## src/rtl/timer_match_sequencer.sv

```systemverilog
// -----------------------------------------------------------------------------
// timer_match_sequencer
//
// Shares one free-running timebase among NUM_CH compare channels. Owns the
// timer, the period register and the per-channel match registers, and runs
// them either continuously or as a one-shot.
//
// Configuration writes arrive over a valid/ready handshake. While idle they
// land directly in the target register. While running they are parked in a
// single pending slot and take effect at the next period wrap (or on stop).
//
// Ports
//   newclk_k   in   clock, all state on rising edge
//   rstn       in   asynchronous active-low reset
//   start      in   level-sampled start request (ignored while running)
//   stop       in   level-sampled stop request (highest priority in RUN)
//   oneshot    in   mode, sampled on the start cycle: 1 = stop after first wrap
//   ch_en      in   per-channel trig enable, used live
//   cfg_valid  in   config write request
//   cfg_ready  out  config write accepted when cfg_valid & cfg_ready
//   cfg_addr   in   0..NUM_CH-1 = match[i], 4 = period, others discarded
//   cfg_data   in   write data
//   timer_out  out  current timer value
//   trig       out  1-cycle per-channel match pulses
//   wrap       out  1-cycle pulse on period wrap
//   done       out  1-cycle pulse on one-shot completion
//   busy       out  high while running
// -----------------------------------------------------------------------------
module timer_match_sequencer #(
   parameter int word_size = 8,
   parameter int NUM_CH    = 4
) (
   input  logic                 newclk_k,
   input  logic                 rstn,
   input  logic                 start,
   input  logic                 stop,
   input  logic                 oneshot,
   input  logic [NUM_CH-1:0]    ch_en,
   input  logic                 cfg_valid,
   output logic                 cfg_ready,
   input  logic [2:0]           cfg_addr,
   input  logic [word_size-1:0] cfg_data,
   output logic [word_size-1:0] timer_out,
   output logic [NUM_CH-1:0]    trig,
   output logic                 wrap,
   output logic                 done,
   output logic                 busy
);

   localparam logic [2:0] PERIOD_ADDR = 3'd4;
   localparam logic [2:0] NUM_CH_A    = 3'(NUM_CH);

   typedef enum logic {
      IDLE = 1'b0,
      RUN  = 1'b1
   } state_t;

   state_t                 state_q, state_d;
   logic [word_size-1:0]   timer_q, timer_d;
   logic [word_size-1:0]   period_q, period_d;
   logic [word_size-1:0]   match_q [NUM_CH];
   logic [word_size-1:0]   match_d [NUM_CH];
   logic                   mode_q, mode_d;
   logic                   pend_q, pend_d;
   logic [2:0]             pend_addr_q, pend_addr_d;
   logic [word_size-1:0]   pend_data_q, pend_data_d;
   logic [NUM_CH-1:0]      trig_q, trig_d;
   logic                   wrap_q, wrap_d;
   logic                   done_q, done_d;

   // single register-file write port shared by direct and committed writes
   logic                   wr_en;
   logic [2:0]             wr_addr;
   logic [word_size-1:0]   wr_data;

   logic                   accept;
   logic                   addr_ok;
   logic                   at_period;
   logic                   commit;

   // -------------------------------------------------------------------------
   // State register
   // -------------------------------------------------------------------------
   always_ff @(posedge newclk_k or negedge rstn) begin
      if (!rstn) begin
         state_q     <= IDLE;
         timer_q     <= '0;
         period_q    <= '1;
         for (int unsigned i = 0; i < NUM_CH; i++) begin
            match_q[i] <= '0;
         end
         mode_q      <= 1'b0;
         pend_q      <= 1'b0;
         pend_addr_q <= '0;
         pend_data_q <= '0;
         trig_q      <= '0;
         wrap_q      <= 1'b0;
         done_q      <= 1'b0;
      end else begin
         state_q     <= state_d;
         timer_q     <= timer_d;
         period_q    <= period_d;
         for (int unsigned i = 0; i < NUM_CH; i++) begin
            match_q[i] <= match_d[i];
         end
         mode_q      <= mode_d;
         pend_q      <= pend_d;
         pend_addr_q <= pend_addr_d;
         pend_data_q <= pend_data_d;
         trig_q      <= trig_d;
         wrap_q      <= wrap_d;
         done_q      <= done_d;
      end
   end

   // -------------------------------------------------------------------------
   // Next-state and datapath
   // -------------------------------------------------------------------------
   always_comb begin
      accept      = cfg_valid & ~pend_q;
      addr_ok     = (cfg_addr == PERIOD_ADDR) || (cfg_addr < NUM_CH_A);
      at_period   = (timer_q == period_q);

      state_d     = state_q;
      timer_d     = timer_q;
      mode_d      = mode_q;
      pend_d      = pend_q;
      pend_addr_d = pend_addr_q;
      pend_data_d = pend_data_q;
      trig_d      = '0;
      wrap_d      = 1'b0;
      done_d      = 1'b0;
      commit      = 1'b0;
      wr_en       = 1'b0;
      wr_addr     = cfg_addr;
      wr_data     = cfg_data;

      case (state_q)
         IDLE: begin
            // A write parked on the final edge of a run drains here so the
            // slot never stays occupied while idle.
            if (pend_q) begin
               commit = 1'b1;
            end else if (accept && addr_ok) begin
               wr_en = 1'b1;
            end
            if (start && !stop) begin
               state_d = RUN;
               mode_d  = oneshot;
               timer_d = '0;
            end
         end

         RUN: begin
            if (stop) begin
               state_d = IDLE;
               timer_d = '0;
               commit  = pend_q;
            end else begin
               for (int unsigned i = 0; i < NUM_CH; i++) begin
                  trig_d[i] = ch_en[i] & (timer_q == match_q[i]);
               end
               if (at_period) begin
                  timer_d = '0;
                  wrap_d  = 1'b1;
                  commit  = pend_q;
                  if (mode_q) begin
                     state_d = IDLE;
                     done_d  = 1'b1;
                  end
               end else begin
                  timer_d = timer_q + 1'b1;
               end
            end
            // Capture only happens with an empty slot, so it never collides
            // with a commit on the same edge; a write accepted on a wrap edge
            // therefore waits for the following wrap.
            if (accept && addr_ok) begin
               pend_d      = 1'b1;
               pend_addr_d = cfg_addr;
               pend_data_d = cfg_data;
            end
         end

         default: begin
            state_d = IDLE;
         end
      endcase

      if (commit) begin
         wr_en   = 1'b1;
         wr_addr = pend_addr_q;
         wr_data = pend_data_q;
         pend_d  = 1'b0;
      end

      period_d = period_q;
      for (int unsigned i = 0; i < NUM_CH; i++) begin
         match_d[i] = match_q[i];
      end
      if (wr_en) begin
         if (wr_addr == PERIOD_ADDR) begin
            period_d = wr_data;
         end
         for (int unsigned i = 0; i < NUM_CH; i++) begin
            if (wr_addr == 3'(i)) begin
               match_d[i] = wr_data;
            end
         end
      end
   end

   // -------------------------------------------------------------------------
   // Outputs
   // -------------------------------------------------------------------------
   always_comb begin
      busy      = (state_q == RUN);
      cfg_ready = ~pend_q;
      timer_out = timer_q;
      trig      = trig_q;
      wrap      = wrap_q;
      done      = done_q;
   end

endmodule

```

## config.mk

```make
export PLATFORM = sky130hd
export DESIGN_NAME = timer_match_sequencer
export DESIGN_NICKNAME = d
export VERILOG_FILES = /design/src/rtl/timer_match_sequencer.sv
export SDC_FILE = /design/constraint.sdc
export NUM_CORES = 1
export LEC_CHECK = 0
export CORE_ASPECT_RATIO = 1.75
export CORE_UTILIZATION = 46
export DETAILED_ROUTE_END_ITERATION = 6
export GPL_TIMING_DRIVEN = 0
export PLACE_DENSITY = 0.71
export REMOVE_ABC_BUFFERS = 1
export SLEW_MARGIN = 20
export SYNTH_ARGS = -nofsm -noshare
export SYNTH_HDL_FRONTEND = slang
export SYNTH_SLANG_ARGS = --single-unit
```

## constraint.sdc

```tcl
create_clock -name newclk_k -period 1.85 [get_ports newclk_k]
set_clock_uncertainty 0.1 [all_clocks]
set_input_delay 0.37 -clock newclk_k [delete_from_list [all_inputs] [get_ports newclk_k]]
set_output_delay 0.37 -clock newclk_k [all_outputs]
set_load 0.01 [all_outputs]
```

==> results of run 1 <==
[worst min path at each step]
stage,from,cells past startpoint,endpoint
2_1_floorplan,rstn,0,busy
3_3_place_gp,pend_data_q[7],1,pend_data_q[7]
3_5_place_dp,rstn,1,timer_out[7]
4_1_cts,rstn,2,timer_out[3]
5_1_grt,rstn,2,timer_out[7]
6_report,rstn,2,timer_out[3]
[cell usage after synthesis, drive strengths merged]
master	instances
o21ai	18
xor2	8
nor4b	2
and2	2
inv	5
xnor2	32
mux2	12
a31oi	40
nand3	18
nor4	3
mux2i	1
clkinv	1
clkbuf	4
a311oi	16
buf	20
and3	5
a31o	2
nor2b	3
or3	2
a21oi	5
and3b	1
a211oi	26
nor3	6
o21bai	1
nand4	6
nor2	4
a22o	1
nor3b	2
nand2	8
dfstp	8
dfrtp	60
ha	1
a21o	5
[metrics by stage]
step	cells	hold WS, ns
6_report	495	0.327
3_3_place_gp	428	0.392
5_1_grt	495	0.353
4_1_cts	489	0.326
3_5_place_dp	429	0.134
2_1_floorplan	304	-0.0256
[metal layers]
metal  vias to the layer above  global-route usage
met4                         0               0.254
met3                        70              0.0743
met5                         -                   0
li1                       1418                   -
met1                      1635               0.334
met2                       191               0.477
[power groups by stage]
| stage | Sequential, mW | Combinational (mW) | Clock, mW |
|---|---|---|---|
| after floorplan | 2.33 | 1.01 | 0 |
| after global placement | 2.39 | 1.24 | 0 |
| after detailed placement | 2.42 | 1.30 | 0 |
| after CTS | 2.42 | 1.56 | 1.64 |
| after global routing | 2.50 | 1.82 | 1.71 |
| final | 2.46 | 1.68 | 1.63 |
[sequential cells by signal, summed over array words and instances (netlist names)]
register	cells
busy	1
done	1
match_q	32
mode_q	1
pend_addr_q	3
pend_data_q	8
pend_q	1
period_q	8
timer_out	8
trig	4
wrap	1
[cell type report]
class	count	area [um2]
fillers	543	2440
clock inverters	1	5.00
multi-input cells	237	2190
well taps	88	110
clock buffers	15	278
inverters	6	26.3
repair buffers	80	734
flip-flops and latches	68	1720
[timing repair]
action / 4_1_cts / 5_1_grt
buffers inserted: 39 / 3
gates cloned: 4 / 3
endpoints found under the setup margin: 70 / 49
pin swaps: 33 / 22
endpoints found under the hold margin: 12 / 0
hold buffers: 1 / 0
resized for setup: 76 / 23
[cell families (layout without fill, tap and decap cells)]
kind of cell / Yosys count / count (layout) / synth area share
buf+inv: 30 / 102 / 0.0431
simple gates: 62 / 62 / 0.115
compound gates: 114 / 121 / 0.221
mux: 13 / 13 / 0.0406
flops: 68 / 68 / 0.479
fa+ha+maj: 1 / 1 / 0.00350
xor+xnor: 40 / 40 / 0.0981
[worst max-delay path, delay by kind of cell (launching register included)]
kind	cells	cell delay [ns]
xor gates and xnor gates	1	0.20
DFF	1	0.45
buffers and inverters	2	0.37
AOI/OAI and AO/OA	3	0.51
and+or+nand+nor	1	0.30
==> impl_metrics.env, run 1 <==
export IMPL_drv_cap=0
export IMPL_min_period_over_period=1.12
export IMPL_topRoutingLayerUsed="met4"
export IMPL_critPathRequiredTime_ns=1.95
export IMPL_worstPathArrival_ns=2.18
export IMPL_final_cell_mix="sky130_fd_sc_hd__dfrtp_1, sky130_fd_sc_hd__a31oi_1, sky130_fd_sc_hd__buf_4, sky130_fd_sc_hd__xnor2_1, sky130_fd_sc_hd__clkdlybuf4s50_1"
export IMPL_finalWirelength_um=12000
export IMPL_drt_met1_wl_um=3960
export IMPL_synthTopCellsByArea="sky130_fd_sc_hd__dfrtp_1, sky130_fd_sc_hd__xnor2_1, sky130_fd_sc_hd__a31oi_1, sky130_fd_sc_hd__dfstp_2, sky130_fd_sc_hd__a211oi_1"
export IMPL_post_route_util=0.675
export IMPL_drt_first_pass_iters=5
export IMPL_fraction_of_power_consumed_by_the_clock_network=0.283
export IMPL_power_density_nw_per_um2=1140
export IMPL_die_area_um2=8140
export IMPL_internal_power_mw=3.89
export IMPL_ant_nets=0
export IMPL_cts_max_path_buffers=2
export IMPL_placement_cell_area_um2=3940
export IMPL_timing_critical_path_slowest_cell_delay_ns=0.45
export IMPL_critical_path_endpoint="match_q[12]"
export IMPL_via_count_of_the_first_global_routing_pass=3245
export IMPL_leading_cell_type_in_the_layout_fill_and_taps_excluded="sky130_fd_sc_hd__dfrtp_1"
export IMPL_startpoint_class_of_the_critical_path="register"
export IMPL_post_route_min_period_ns=2.08
export IMPL_synth_largest_area_cell="sky130_fd_sc_hd__dfrtp_1"
export IMPL_failed_checks="setup timing"
export IMPL_worstRegToRegCells=7
export IMPL_worst_hold_path_type="in2async"
export IMPL_start_util=0.475
export IMPL_core_area_um2=7510
export IMPL_max_slew_worst_pin_slew_ns=0.878
export IMPL_clk_latency_ns=0.34
export IMPL_max_freq_ghz=0.482
export IMPL_cp_cell_sequence="xor2_2 -> nor4_4 -> buf_6 -> a21oi_4 -> buf_8 -> o21ai_4 -> a31oi_1"
export IMPL_routed_wl_met3_um=971
export IMPL_ys_warn_count=0
export IMPL_worst_path_max_delay_cell="sky130_fd_sc_hd__dfrtp_2"
export IMPL_place_hpwl_um=6510
export IMPL_iteration_0_drc_count_of_the_detailed_router=309
export IMPL_clk_sink_count=68
export IMPL_num_nets_final=424
export IMPL_timing_rr_end="match_q[12]"
export IMPL_dieWidth_um=68.6
export IMPL_cts_buffers_inserted=9
export IMPL_synth_seq_cells=68
export IMPL_p_leak_nw=1.95
export IMPL_critical_path_max_fanout=8
export IMPL_synth_largest_type_area_fraction=0.420
export IMPL_cts_htree_levels=3
export IMPL_report_final_slew_viol_count=0
export IMPL_pin_count=37
export IMPL_synth_area_per_cell_um2=10.9
export IMPL_routabilityCongestion=0.867
export IMPL_share_seq_of_total_power=0.426
export IMPL_layout_drive_gt1_share=0.371
export IMPL_routed_via_density=6.69
export IMPL_num_vias=3314
export IMPL_maxSlewHeadroom=0.414
export IMPL_grt_overflow=0
export IMPL_tritoncts="yes"
export IMPL_final_hold_viol_count=0
export IMPL_std_cell_rows=42
export IMPL_cts_root_buffer_cell="sky130_fd_sc_hd__clkbuf_16"
export IMPL_crit_type="reg2reg"
export IMPL_final_setup_tns_ns=-7.24
export IMPL_power_share_combinational=0.291
export IMPL_area_of_all_placed_cells_without_fillers_um2=5070
export IMPL_clock_pin_slew_of_the_registers_on_the_worst_case_setup_and_hold_paths_ns=0.05
export IMPL_unrepaired_setup_endpoints_after_global_routing="true"
export IMPL_antenna_found_initial=0
export IMPL_irDropWorstVdd_v=0.000635
export IMPL_timing_critical_path_to_type="register"
export IMPL_switching_power_mw=1.88
export IMPL_area_delta_synth_final_pct=42.0
export IMPL_setup_violations_final=47
export IMPL_crit_reg2reg_launch="timer_out[3]"
export IMPL_antennaDiodeCount=0
export IMPL_placement_setup_worst_slack_ns=-1.35
export IMPL_io_buffer_count=36
export IMPL_dieHeight_um=119
export IMPL_power_switching_share=0.326
export IMPL_timing_critical_path_from="timer_out[3]"
export IMPL_final_critical_path_setup_slack_ns=-0.227
export IMPL_drc=0
export IMPL_route_detailed_wl_per_inst_um=24.3
export IMPL_pin_count_of_the_biggest_net_entering_global_routing=57
export IMPL_ys_seq_area_frac=0.479
export IMPL_outcome="finished with violations"
export IMPL_synth_distinct_cells=44
export IMPL_fin_total_pwr_mw=5.77
export IMPL_synthCells=328
export IMPL_global_route_total_usage_across_every_layer=0.306
export IMPL_grt_first_pass_wirelength_um=17500
export IMPL_synth_area_um2=3570
export IMPL_worst_case_register_to_register_setup_slack_ns=-0.23
export IMPL_route_met2_wl_um=6090
Power figures use the tool's default switching activity.
==> run 2, diff against run 1 <==
--- a/config.mk
+++ b/config.mk
@@ -6,10 +6,11 @@
 export NUM_CORES = 1
 export LEC_CHECK = 0
 export CORE_ASPECT_RATIO = 1.75
-export CORE_UTILIZATION = 46
+export CORE_UTILIZATION = 51
+export CTS_CLUSTER_SIZE = 25
 export DETAILED_ROUTE_END_ITERATION = 6
 export GPL_TIMING_DRIVEN = 0
-export PLACE_DENSITY = 0.71
+export PLACE_DENSITY = 0.78
 export REMOVE_ABC_BUFFERS = 1
 export SLEW_MARGIN = 20
 export SYNTH_ARGS = -nofsm -noshare
==> impl_metrics.env, run 2 (synthesis results as in run 1) <==
export IMPL_die_area_um2=7360
export IMPL_via_count_of_the_first_global_routing_pass=3555
export IMPL_route_detailed_wl_per_inst_um=26.6
export IMPL_drt_first_pass_iters=5
export IMPL_routed_via_density=7.21
export IMPL_power_density_nw_per_um2=1160
export IMPL_final_hold_viol_count=0
export IMPL_drc=0
export IMPL_start_util=0.525
export IMPL_min_period_over_period=1.20
export IMPL_global_route_total_usage_across_every_layer=0.360
export IMPL_worst_hold_path_type="in2async"
export IMPL_area_delta_synth_final_pct=43.8
export IMPL_place_hpwl_um=6400
export IMPL_tritoncts="yes"
export IMPL_cts_buffers_inserted=9
export IMPL_critPathRequiredTime_ns=1.95
export IMPL_leading_cell_type_in_the_layout_fill_and_taps_excluded="sky130_fd_sc_hd__dfrtp_1"
export IMPL_unrepaired_setup_endpoints_after_global_routing="true"
export IMPL_pin_count=37
export IMPL_max_slew_worst_pin_slew_ns=0.732
export IMPL_crit_type="reg2reg"
export IMPL_worstPathArrival_ns=2.33
export IMPL_finalWirelength_um=13000
export IMPL_critical_path_max_fanout=8
export IMPL_failed_checks="setup timing"
export IMPL_iteration_0_drc_count_of_the_detailed_router=351
export IMPL_worst_case_register_to_register_setup_slack_ns=-0.38
export IMPL_layout_drive_gt1_share=0.388
export IMPL_max_freq_ghz=0.449
export IMPL_io_buffer_count=36
export IMPL_std_cell_rows=40
export IMPL_grt_overflow=0
export IMPL_report_final_slew_viol_count=0
export IMPL_grt_first_pass_wirelength_um=19100
export IMPL_placement_setup_worst_slack_ns=-1.28
export IMPL_cts_htree_levels=3
export IMPL_max_flop_register="match_q"
export IMPL_maxSlewHeadroom=0.510
export IMPL_core_area_um2=6810
export IMPL_routabilityCongestion=0.895
export IMPL_setup_violations_final=45
export IMPL_p_leak_nw=1.91
export IMPL_startpoint_class_of_the_critical_path="register"
export IMPL_crit_reg2reg_launch="period_q[7]"
export IMPL_antenna_found_initial=0
export IMPL_cts_max_path_buffers=2
export IMPL_ant_nets=0
export IMPL_num_nets_final=423
export IMPL_num_vias=3524
export IMPL_final_cell_mix="sky130_fd_sc_hd__dfrtp_1, sky130_fd_sc_hd__buf_4, sky130_fd_sc_hd__xnor2_1, sky130_fd_sc_hd__a31oi_1, sky130_fd_sc_hd__clkdlybuf4s50_1"
export IMPL_dieHeight_um=113
export IMPL_outcome="finished with violations"
export IMPL_largest_register_ff_count=32
export IMPL_antennaDiodeCount=0
export IMPL_irDropWorstVdd_v=0.000945
export IMPL_final_critical_path_setup_slack_ns=-0.376
export IMPL_cts_root_buffer_cell="sky130_fd_sc_hd__clkbuf_16"
export IMPL_fin_total_pwr_mw=5.98
export IMPL_pin_count_of_the_biggest_net_entering_global_routing=50
export IMPL_drv_cap=0
export IMPL_post_route_util=0.755
export IMPL_clock_pin_slew_of_the_registers_on_the_worst_case_setup_and_hold_paths_ns=0.06
export IMPL_timing_rr_end="match_q[0]"
export IMPL_clk_sink_count=68
export IMPL_dieWidth_um=65.3
export IMPL_clk_latency_ns=0.35
export IMPL_worstRegToRegCells=6
export IMPL_post_route_min_period_ns=2.23
export IMPL_timing_critical_path_to_type="register"
## run 2: cell types whose count changed in the layout (fill, tap and decap cells not counted), sizes merged
cell,before,now
a21o,12,11
clkbuf,15,13
dlymetal6s2s,2,1
clkdlybuf4s50,27,30
dlygate4sd2,6,4
clkinvlp,1,2
## run 2: how the worst max path moves through the flow
stage / slack, ns / end / depth (start not counted) / from
after global placement: -1.86 / pend_data_q[7] / 1 / rstn
after floorplan: -0.63 / match_q[10] / 5 / timer_out[3]
after global routing: -0.45 / match_q[0] / 4 / pend_addr_q[1]
after CTS: -0.16 / match_q[11] / 7 / timer_out[4]
final: -0.38 / match_q[0] / 6 / period_q[7]
after detailed placement: -1.28 / period_q[7] / 5 / timer_out[6]
## run 2: area by class of cell
| type | instances | area (um2) |
|---|---|---|
| multi-input cells | 236 | 2250 |
| clock buffers | 13 | 260 |
| fillers | 430 | 1670 |
| flip-flops and latches | 68 | 1720 |
| inverters | 6 | 30.0 |
| clock inverters | 2 | 10.0 |
| well taps | 84 | 105 |
| repair buffers | 80 | 754 |
## run 2: routing by layer
layer / vias to the layer above / track usage / share of wire
met3: 118 / 0.0857 / 0.089
met2: 295 / 0.606 / 0.50
met1: 1697 / 0.370 / 0.31
li1: 1414 / - / -
met5: - / 0 / 0
met4: 0 / 0.286 / 0.098
## run 2: where the power goes
part           internal [mW]  switching (mW)  total, mW
Sequential              2.02           0.493       2.51
Clock                  0.968           0.632       1.60
Combinational          0.897           0.966       1.86
Total                   3.89            2.09       5.98
## run 2: metrics by stage
stage / setup TNS [ns] / instances / area [um2] / hold slack (ns)
final: -8.83 / 489 / 5140 / 0.359
after global routing: -10.98 / 489 / 5140 / 0.398
after CTS: -4.36 / 483 / 4940 / 0.369
after detailed placement: -58.20 / 425 / 3930 / 0.173
after global placement: -174.00 / 424 / 3910 / 0.390
after floorplan: -27.38 / 304 / 3440 / -0.0256
## run 2: critical path, cell delays in order, from the launching register on
cell,delay [ns]
sky130_fd_sc_hd__dfstp_2,0.57
sky130_fd_sc_hd__xor2_2,0.24
sky130_fd_sc_hd__nor4_4,0.08
sky130_fd_sc_hd__buf_6,0.15
sky130_fd_sc_hd__a21o_4,0.28
sky130_fd_sc_hd__a21o_4,0.26
sky130_fd_sc_hd__a31oi_1,0.40
## run 2: what timing repair did
action	CTS	global route
hold endpoints to repair	17	0
gates resized for setup	79	30
hold buffers	1	0
buffers inserted	35	8
gates cloned	7	0
pin swaps	37	12
setup endpoints to repair	71	51
